`config.mk`:
```
export PLATFORM = sky130hd
export DESIGN_NAME = write_buffer
export DESIGN_NICKNAME = d
export VERILOG_FILES = /design/src/rtl/write_buffer.sv
export SDC_FILE = /design/constraint.sdc
export NUM_CORES = 1
export LEC_CHECK = 0
export CAP_MARGIN = 15
export CORE_MARGIN = 2
export CORE_UTILIZATION = 49
export DETAILED_ROUTE_END_ITERATION = 12
export PLACE_DENSITY_LB_ADDON = 0.3
export REMOVE_ABC_BUFFERS = 1
export SLEW_MARGIN = 20
export SYNTH_ARGS = -nofsm -noshare
export SYNTH_HDL_FRONTEND = slang
export SYNTH_SLANG_ARGS = --single-unit
```
`constraint.sdc`:
```
create_clock -name clk -period 5.75 [get_ports clk]
set_input_delay 1.15 -clock clk [delete_from_list [all_inputs] [get_ports clk]]
set_output_delay 1.15 -clock clk [all_outputs]
set_load 0.1 [all_outputs]
```
`src/rtl/write_buffer.sv`:
```
// Posted write buffer: queues CPU writes in a FIFO and drains them to memory one at a time,
// always leaving at least one low cycle of mem_wen between consecutive writes.
module write_buffer #(
   parameter int unsigned DEPTH = 4,
   parameter int unsigned AW    = 30,
   parameter int unsigned DW    = 32
) (
   input  logic                   clk,
   input  logic                   rst,
   input  logic                   cpu_wen,
   input  logic [AW-1:0]          cpu_waddr,
   input  logic [DW-1:0]          cpu_wdata,
   input  logic                   cpu_ren,
   input  logic [AW-1:0]          cpu_raddr,
   output logic                   cpu_stall,
   output logic                   mem_wen,
   output logic [AW-1:0]          mem_addr,
   output logic [DW-1:0]          mem_wdata,
   input  logic                   mem_ready,
   output logic [$clog2(DEPTH):0] count
);

   localparam int unsigned PW = $clog2(DEPTH);
   localparam logic [PW:0] FullCount = (PW+1)'(DEPTH);

   typedef enum logic [1:0] {StIdle, StWrite, StGap} state_e;

   state_e        state_q;
   logic [AW-1:0] addr_mem [DEPTH];
   logic [DW-1:0] data_mem [DEPTH];
   logic [PW-1:0] wptr_q;
   logic [PW-1:0] rptr_q;
   logic          full;
   logic          push;
   logic          pop;
   logic          hazard;

   assign full = (count == FullCount);
   assign push = cpu_wen && !full;
   assign pop  = (state_q == StWrite) && mem_ready;

   // The entry currently on the memory port stays in the FIFO until popped, so it is
   // still covered by the read-hazard scan.
   always_comb begin
      hazard = 1'b0;
      for (int unsigned i = 0; i < DEPTH; i++) begin
         if (((PW+1)'(i) < count) && (addr_mem[rptr_q + PW'(i)] == cpu_raddr)) begin
            hazard = 1'b1;
         end
      end
   end

   assign cpu_stall = (cpu_wen && full) || (cpu_ren && hazard);

   always_ff @(posedge clk) begin
      if (push) begin
         addr_mem[wptr_q] <= cpu_waddr;
         data_mem[wptr_q] <= cpu_wdata;
      end
   end

   always_ff @(posedge clk or posedge rst) begin
      if (rst) begin
         wptr_q <= '0;
         rptr_q <= '0;
         count  <= '0;
      end else begin
         if (push) wptr_q <= wptr_q + 1'b1;
         if (pop)  rptr_q <= rptr_q + 1'b1;
         if (push && !pop) begin
            count <= count + 1'b1;
         end else if (pop && !push) begin
            count <= count - 1'b1;
         end
      end
   end

   // GAP only exists to force one low cycle of mem_wen; on its edge it acts like IDLE.
   always_ff @(posedge clk or posedge rst) begin
      if (rst) begin
         state_q   <= StIdle;
         mem_wen   <= 1'b0;
         mem_addr  <= '0;
         mem_wdata <= '0;
      end else begin
         case (state_q)
            StWrite: begin
               if (mem_ready) begin
                  mem_wen <= 1'b0;
                  state_q <= StGap;
               end
            end
            default: begin
               if (count != '0) begin
                  mem_wen   <= 1'b1;
                  mem_addr  <= addr_mem[rptr_q];
                  mem_wdata <= data_mem[rptr_q];
                  state_q   <= StWrite;
               end else begin
                  state_q <= StIdle;
               end
            end
         endcase
      end
   end

endmodule

```
# == Word-level counts from Yosys, hierarchy flattened ==
# Memories as Yosys holds them, arrays and structs flattened. A register that Yosys moved wholly into a read port is not among the register bits.
# Index checks and enable logic that the tools add are counted.
# word_totals
regBits,40
ramBits,248
input_bits,97
output_inout_bits,67
elab_cells,59
n_memories,2
# op_classes
n_addsub,6
magnitude_cmp,4
n_eq_ne,7
n_mux,14
bitwise_logic,1
n_reduce_logical,19
# memory_table
name,words,width,rd,rd_ports_with_merged_regs,wr,line,rtl
data_mem,4,32,1,1,1,30,logic [DW-1:0] data_mem [DEPTH];
addr_mem,4,30,4,0,1,29,logic [AW-1:0] addr_mem [DEPTH];
# op_table
op,n
== test 30 bit,4
logical AND 1 bit,10
two-way mux 1 bit,10
"< comparator 1 x 3 -> 1 bit, first input constant",2
"< comparator 2 x 3 -> 1 bit, first input constant",2
two-way mux 3 bit,2
"adder 2 x 1 -> 2 bit, second input constant",2
"adder 2 bit, second input constant",2
two-way mux 2 bit,2
AND reduction 2 bit,2
nonzero test 2 bit,2
"adder 3 x 1 -> 3 bit, second input constant",1
"== test 3 bit, second input constant",1
logical NOT 1 bit,3
nonzero test 3 bit,1
"subtractor 3 x 1 -> 3 bit, second input constant",1
"== test 2 x 1 -> 1 bit, second input constant",1
"!= test 2 bit, second input constant",1
logical OR 1 bit,1
NOT 1 bit,1

# == Longest topological paths before layout ==
# Gate-level depths: netlist of run 1.
# An unclocked memory read counts as a cell.
# depth
word_depth,9
mapped_depth,12
mapped_depth_nobuf,8

# == Worst setup path before layout of run 1 ==
# OpenSTA, ideal clock, no wires.
# synth_timing
path_type,input to output
startpoint,in cpu_raddr[10]
endpoint,out cpu_stall
arrival_time_ps,3127
required_time_ps,4600
path_slack_ps,1473
stages,8
path_buffers,1
cell_sequence,clkbuf_1 xnor2_1 a2111oi_0 o2bb2ai_1 nand4_1 nor4_1 o41ai_1 nand2_1
# synth_via
elab_chain_cells,8
word_cells_on_any_way,14
# synth_rtl
item,line,rtl
start: declaration,14,"input logic [AW-1:0] cpu_raddr,"
== test 30 bit,47,if (((PW+1)'(i) < count) && (addr_mem[rptr_q + PW'(i)] == cpu_raddr)) begin
logical AND 1 bit,47,
two-way mux 1 bit (3 in a row),47,
two-way mux 1 bit (*),47,
logical AND 1 bit (*),53,assign cpu_stall = (cpu_wen && full) || (cpu_ren && hazard);
logical OR 1 bit (*),53,
end: declaration,15,"output logic cpu_stall,"
# Mark *: on every way between the ends. The rest lies on a longest branch, timed or not.

# == Worst setup path after layout of run 1 ==
# layout_timing
startpoint,reg rptr_q[0]
endpoint,out cpu_stall
# layout_via
elab_chain_cells,9
word_cells_on_any_way,18
# layout_rtl
item,line,rtl
start: declaration,32,logic [PW-1:0] rptr_q;
start signal: assignment,69,if (pop) rptr_q <= rptr_q + 1'b1;
adder 2 x 1 -> 2 bit or memory read (4 x 30 bit) (tied branches),-,
memory read (4 x 30 bit) (*),-,
== test 30 bit or logical AND 1 bit (tied branches),47,
logical AND 1 bit or two-way mux 1 bit (tied branches),47,
two-way mux 1 bit (2 in a row),47,
two-way mux 1 bit (*),47,
logical AND 1 bit (*),53,
logical OR 1 bit (*),53,
# Marks and branches as above.

==> flow_summary.json, run 1 <==
{
  "cts_tree": "built",
  "run_status": "complete, no violations",
  "ir_drop_v": 0.000514,
  "final_max_slew_viol_count": 0,
  "placed_cells": 1628,
  "yosysMostFrequentCell": "edfxtp_1",
  "die_w_um": 182,
  "clk_pin_slew_worst_paths_ps": 60,
  "period_needed_ps": 5410,
  "path_class": "flop to output port",
  "finalSetupViolations": 0,
  "grt_max_degree": 82,
  "place.gp.congestion": 0.940,
  "numCtsBuffers": 34,
  "core_area_um2": 31400,
  "slowest_delay_ps": 800,
  "synth-seq-cells": 320,
  "cts_hold_buffers": 0,
  "antenna_found_initial": 5,
  "clock_latency_ps": 520,
  "yosysSeqAreaShare": 0.594,
  "worstPathMaxFanout": 33,
  "period_share": 0.940,
  "finClkSkew_ps": 12.9,
  "io_pins": 164,
  "io_buffers": 163,
  "drtPass1Iterations": 5,
  "end_kind": "output port",
  "netlist_area_um2": 15600,
  "tightestPinTransition_ps": 1060,
  "viasPerCell": 5.78,
  "postSynthCellCount": 1116,
  "synth_enable_flop_cells": 248,
  "drt_iter0_markers": 661,
  "grt_pass1_wl_um": 62400,
  "fmax_ghz": 0.185,
  "crit_family": "simple AND/OR/NAND/NOR gates",
  "crit_slowest_cell": "dfrtp_4",
  "drc": 0,
  "cts.sink_count": 320,
  "overflow": 0,
  "top_layer_used": "met5",
  "avgSynthCellArea_um2": 13.9,
  "netlist_top_cells_count": "edfxtp_1 (248), nand2_1 (196), mux2i_1 (114)",
  "max-slew-margin-rel": 0.292,
  "place_area_um2": 17500,
  "routedWlPerCell_um": 24.3,
  "yosysWarnings": 0,
  "fin_nets": 1368,
  "design_area_um2": 18600,
  "fin_cells": 1691,
  "die_area_um2": 33200,
  "yosysTopAreaCell": "edfxtp_1",
  "rsz0062_at_grt": "false",
  "drive_above_1_share": 0.130,
  "grt_pass1_vias": 10200,
  "h-tree-depth": 2,
  "dp_slack_ps": 435,
  "async_reset_ff_frac": 0.225,
  "ys_types": 57,
  "rows": 65,
  "worst-path-buf-inv": 2,
  "cap_violations": 0,
  "hp-class": "flop to flop",
  "cts_root_buf": "clkbuf_16",
  "wl_met3_um": 2330,
  "hold_violations": 0,
  "gr-usage-all-layers": 0.250,
  "drtAntennaViolNets": 0,
  "path_cells": "mux4_1 -> xnor2_1 -> nand4_1 -> nor4_1 -> nand4_1 -> nor4_1 -> o41ai_1 -> buf_4 -> nand2_1 -> buf_12",
  "wl_met1_um": 17300,
  "ys.flop_type": "edfxtp_1",
  "wl_met2_um": 20500,
  "fin_ws_ps": 342,
  "required_ps": 4600,
  "fin_util": 0.593,
  "cp_data_arrival_time_ps": 4260,
  "num_vias": 9781,
  "total_power_mw": 11.7,
  "hpwl_um": 28100,
  "pwr_density_cell_nw_per_um2": 626,
  "power.leakage_nw": 6.90,
  "startpoint_type": "flop",
  "area_growth_pct": 19.6,
  "wl_um": 41100,
  "die_h_um": 182,
  "netlist.area_leader.share": 0.478,
  "ys_top_cells_by_area": "edfxtp_1 (48%), dfrtp_1 (12%), mux4_2 (8.1%), mux2i_1 (7.3%), nand2_1 (4.7%)",
  "start_util": 0.496,
  "clock_path_buffers": 3
}
==> repair_timing <==
item	4_1_cts	5_1_grt
endpoints found under the setup margin	0	1
resized for setup	0	0
setup buffers	0	1
endpoints found under the hold margin	0	0
==> layout make-up <==
cell class                 count  area, µm²
fill                        2452      12800
tap                          402        503
sequential                   320       9260
clock inverter                10        103
timing repair buffer         186       1850
clock buffer                  51        955
multi-input combinational    710       5900
inverter                      11       42.5
antenna                        1       2.50
==> flip-flops by register name (all words and copies together) (netlist names) <==
signal,cells
state_q,2
count,3
addr_mem,120
mem_addr,30
wptr_q,2
mem_wdata,32
data_mem,128
mem_wen,1
rptr_q,2
==> worst reg2reg max path, delay by kind of cell (launching register included) <==
kind	cells	cell delay (ps)
DFF	1	440
adders and majority gates	1	240
AOI/OAI and AO/OA	1	520
buffers and inverters	1	130
and+or+nand+nor	1	920
==> final timing paths <==
| check | start | to | slack (ps) | cells past startpoint |
|---|---|---|---|---|
| max in group asynchronous | rst | rptr_q[0] | 3620 | 3 |
| worst max-delay path | rptr_q[0] | cpu_stall | 340 | 10 |
| worst min register to register | mem_wdata[18] | mem_wdata[18] | 470 | 2 |
| worst min-delay path | mem_wdata[18] | mem_wdata[18] | 470 | 2 |
| worst max register to register | count[1] | addr_mem[1][9] | 3020 | 4 |
| min in group asynchronous | rst | mem_wdata[30] | 1060 | 2 |
==> placed cells by master (no fill, tap or decap), drive strengths merged, types with 45 or more instances in the layout <==
master	count
edfxtp	248
nand2	196
clkdlybuf4s50	162
mux2i	114
dfrtp	72
mux4	65
clkbuf	51
xnor2	49
o21ai	45
xor2	45
==> per-layer routing <==
metal,GRT usage,vias to the layer above
li1,-,4506
met1,0.328,4904
met2,0.429,294
met3,0.0511,73
met4,0.0639,4
met5,0,-
==> per-stage QoR <==
stage | hold slack, ps | setup TNS (ps)
after floorplan | 530 | -4960
after global placement | 459 | 0
after detailed placement | 461 | 0
after CTS | 477 | 0
after global routing | 501 | 0
final | 471 | 0
==> report_power, final <==
| group | total, mW | internal, mW | switching (mW) | leakage [nW] |
|---|---|---|---|---|
| registers | 3.52 | 3.17 | 0.349 | 3.14 |
| clock network | 2.09 | 1.20 | 0.886 | 0.517 |
| logic | 6.04 | 1.98 | 4.06 | 3.24 |
==> cell families (layout without fill, tap and decap cells) <==
group                      after synthesis  in the layout  synth area share
DFF                                    320            320             0.594
and+or+nand+nor                        282            282            0.0780
muxes                                  208            208             0.190
AOI/OAI and AO/OA                      118            118            0.0496
xor gates and xnor gates                94             94            0.0529
buffers and inverters                   86            258            0.0285
adders and majority gates                8              8           0.00643
other                                    0              1                 0
Note: power is estimated with default switching activity, not from simulation.
==> inputs of run 2 (changes only) <==
--- a/config.mk
+++ b/config.mk
@@ -5,7 +5,6 @@
 export SDC_FILE = /design/constraint.sdc
 export NUM_CORES = 1
 export LEC_CHECK = 0
-export CAP_MARGIN = 15
 export CORE_MARGIN = 2
 export CORE_UTILIZATION = 49
 export DETAILED_ROUTE_END_ITERATION = 12
==> results of run 2 <==
The final DEF is identical to that of run 1; final timing and power are the same.
==> inputs of run 3 (changes only) <==
--- a/config.mk
+++ b/config.mk
@@ -8,7 +8,7 @@
 export CORE_MARGIN = 2
 export CORE_UTILIZATION = 49
 export DETAILED_ROUTE_END_ITERATION = 12
-export PLACE_DENSITY_LB_ADDON = 0.3
+export PLACE_DENSITY = 0.7
 export REMOVE_ABC_BUFFERS = 1
 export SLEW_MARGIN = 20
 export SYNTH_ARGS = -nofsm -noshare
==> run 3 against run 2 <==
Global-route usage barely moved. Sequential share of layout area fell by 0.29 points. Clock skew rose by 7.5 ps. Sequential power rose by 1%. Maximum frequency fell by 2.4%. Highest routed layer unchanged.
==> flow_summary.json, run 3 (synthesized netlist as in run 1, its figures left out) <==
{
  "run_status": "complete, no violations",
  "final_cell_mix": "edfxtp_1 (248), nand2_1 (196), clkdlybuf4s50_1 (162)",
  "die_area_um2": 33200,
  "cts_tree": "built",
  "cts_resized": 0,
  "final_max_slew_viol_count": 0,
  "routedWlPerCell_um": 24.2,
  "fin_util": 0.596,
  "drt_iter0_markers": 792,
  "hold_violations": 0,
  "cts_hold_buffers": 0,
  "clk_pin_slew_worst_paths_ps": 60,
  "die_h_um": 182,
  "num_vias": 9920,
  "largest_register_ffs": 128,
  "cts.sink_count": 320,
  "start_util": 0.496,
  "p_int_mw": 6.45,
  "min_to": "mem_addr[24]",
  "fmax_ghz": 0.180,
  "clock_path_buffers": 3,
  "cap_violations": 0,
  "end_kind": "output port",
  "reg2regPathDepth": 5,
  "startpoint": "rptr_q[0]",
  "overflow": 0,
  "seq_power_share": 0.301,
  "fillers": 2487,
  "area_growth_pct": 20.3,
  "switching_power_mw": 5.35,
  "io_buffers": 163,
  "pwr_density_cell_nw_per_um2": 630,
  "hp-class": "flop to flop",
  "min_from": "mem_addr[24]",
  "wl_met2_um": 20000,
  "layout_commonest_cell": "edfxtp_1",
  "grt_pass1_wl_um": 62200,
  "rr_endpoint": "addr_mem[1][3]",
  "required_ps": 4600,
  "worstPathMaxFanout": 52,
  "switching_share": 0.453,
  "top_regs": "data_mem x128, addr_mem x120, mem_wdata x32",
  "finalSetupViolations": 0,
  "holdPathStages": 2,
  "h-tree-depth": 2,
  "p_comb_frac": 0.511,
  "p_clk_frac": 0.188,
  "antenna_found_initial": 3,
  "drive_above_1_share": 0.134,
  "drtPass1Iterations": 6,
  "io_pins": 164,
  "slowest_delay_ps": 960,
  "fin_nets": 1374,
  "r2r_setup_slack_ps": 2660,
  "rows": 65,
  "gr-usage-all-layers": 0.250,
  "numCtsBuffers": 35,
  "viasPerCell": 5.84,
  "place.gp.congestion": 0.957,
  "power.leakage_nw": 6.95,
  "top_layer_used": "met5",
  "core_area_um2": 31400,
  "grt_pass1_vias": 10300,
  "clock_latency_ps": 530,
  "cp_data_arrival_time_ps": 4390,
  "wl_met3_um": 2520,
  "final.setup.tns_ps": 0,
  "cts_root_buf": "clkbuf_16",
  "finClkSkew_ps": 20.4,
  "top_register": "data_mem",
  "max-slew-margin-rel": 0.288,
  "rsz0062_at_grt": "false",
  "wl_met1_um": 17500,
  "crit_slowest_cell": "dfrtp_4",
  "reg2reg_from": "count[1]",
  "die_w_um": 182,
  "grt_max_degree": 82,
  "period_share": 0.964,
  "startpoint_type": "flop",
  "wl_um": 41100,
  "path_cells": "mux4_1 -> xnor2_1 -> nand4_1 -> nor4_1 -> nand4_1 -> nor4_1 -> o41ai_1 -> buf_4 -> nand2_1 -> buf_12",
  "path_class": "flop to output port",
  "hpwl_um": 29200,
  "postCtsSetupBuffers": 0,
  "ir_drop_v": 0.000470,
  "tightestPinTransition_ps": 1060,
  "period_needed_ps": 5540,
  "total_power_mw": 11.8,
  "drtAntennaViolNets": 0,
  "drc": 0
}
run 3: cell types whose count changed in the layout (fill, tap and decap cells not counted), sizes merged:
cell	change
diode	+1
buf	+5
clkinvlp	+1
clkbuf	-2
bufinv	+2
clkinv	+1
run 3: worst max-delay path by stage:
stage	end	slack, ps
after floorplan	cpu_stall	-2660
after global placement	cpu_stall	540
after detailed placement	cpu_stall	660
after CTS	cpu_stall	200
after global routing	cpu_stall	40
final	cpu_stall	210
run 3: final cells by class:
class | instances | area (µm²) | share of cell area
antenna | 2 | 5.00 | 0.000267
multi-input combinational | 710 | 5890 | 0.315
inverter | 11 | 42.5 | 0.00227
tap | 402 | 503 | 0.0269
clock buffer | 49 | 948 | 0.0507
clock inverter | 14 | 196 | 0.0105
timing repair buffer | 191 | 1880 | 0.100
sequential | 320 | 9260 | 0.494
run 3: layer usage:
metal / GRT usage / up-vias
met5: 0 / -
met4: 0.0694 / 2
met3: 0.0527 / 75
met2: 0.420 / 319
met1: 0.333 / 4999
li1: - / 4525
run 3: worst max-delay path: cells and delay by family, from the launching register on:
kind,cells,cell delay (ps)
buffers and inverters,2,340
XOR/XNOR,1,300
flip-flops,1,960
AND/OR/NAND/NOR,5,1280
multiplexers,1,730
AO/OA/AOI/OAI,1,180
run 3: power groups by stage:
stage | Sequential (mW) | Clock (mW) | Combinational, mW
after floorplan | 5.46 | 0 | 2.83
after global placement | 3.58 | 0 | 6.03
after detailed placement | 3.60 | 0 | 6.04
after CTS | 3.57 | 2.26 | 6.07
after global routing | 3.63 | 2.36 | 6.37
final | 3.56 | 2.21 | 6.03
run 3: through the flow:
| step | instances | worst slack (ps) | area [µm²] | hold slack (ps) |
|---|---|---|---|---|
| 6_report | 1699 | 207 | 18700 | 475 |
| 5_1_grt | 1697 | 36.8 | 18700 | 496 |
| 4_1_cts | 1697 | 198 | 18700 | 481 |
| 3_5_place_dp | 1634 | 657 | 17600 | 465 |
| 3_3_place_gp | 1634 | 538 | 17600 | 459 |
| 2_1_floorplan | 1041 | -2660 | 15200 | 530 |
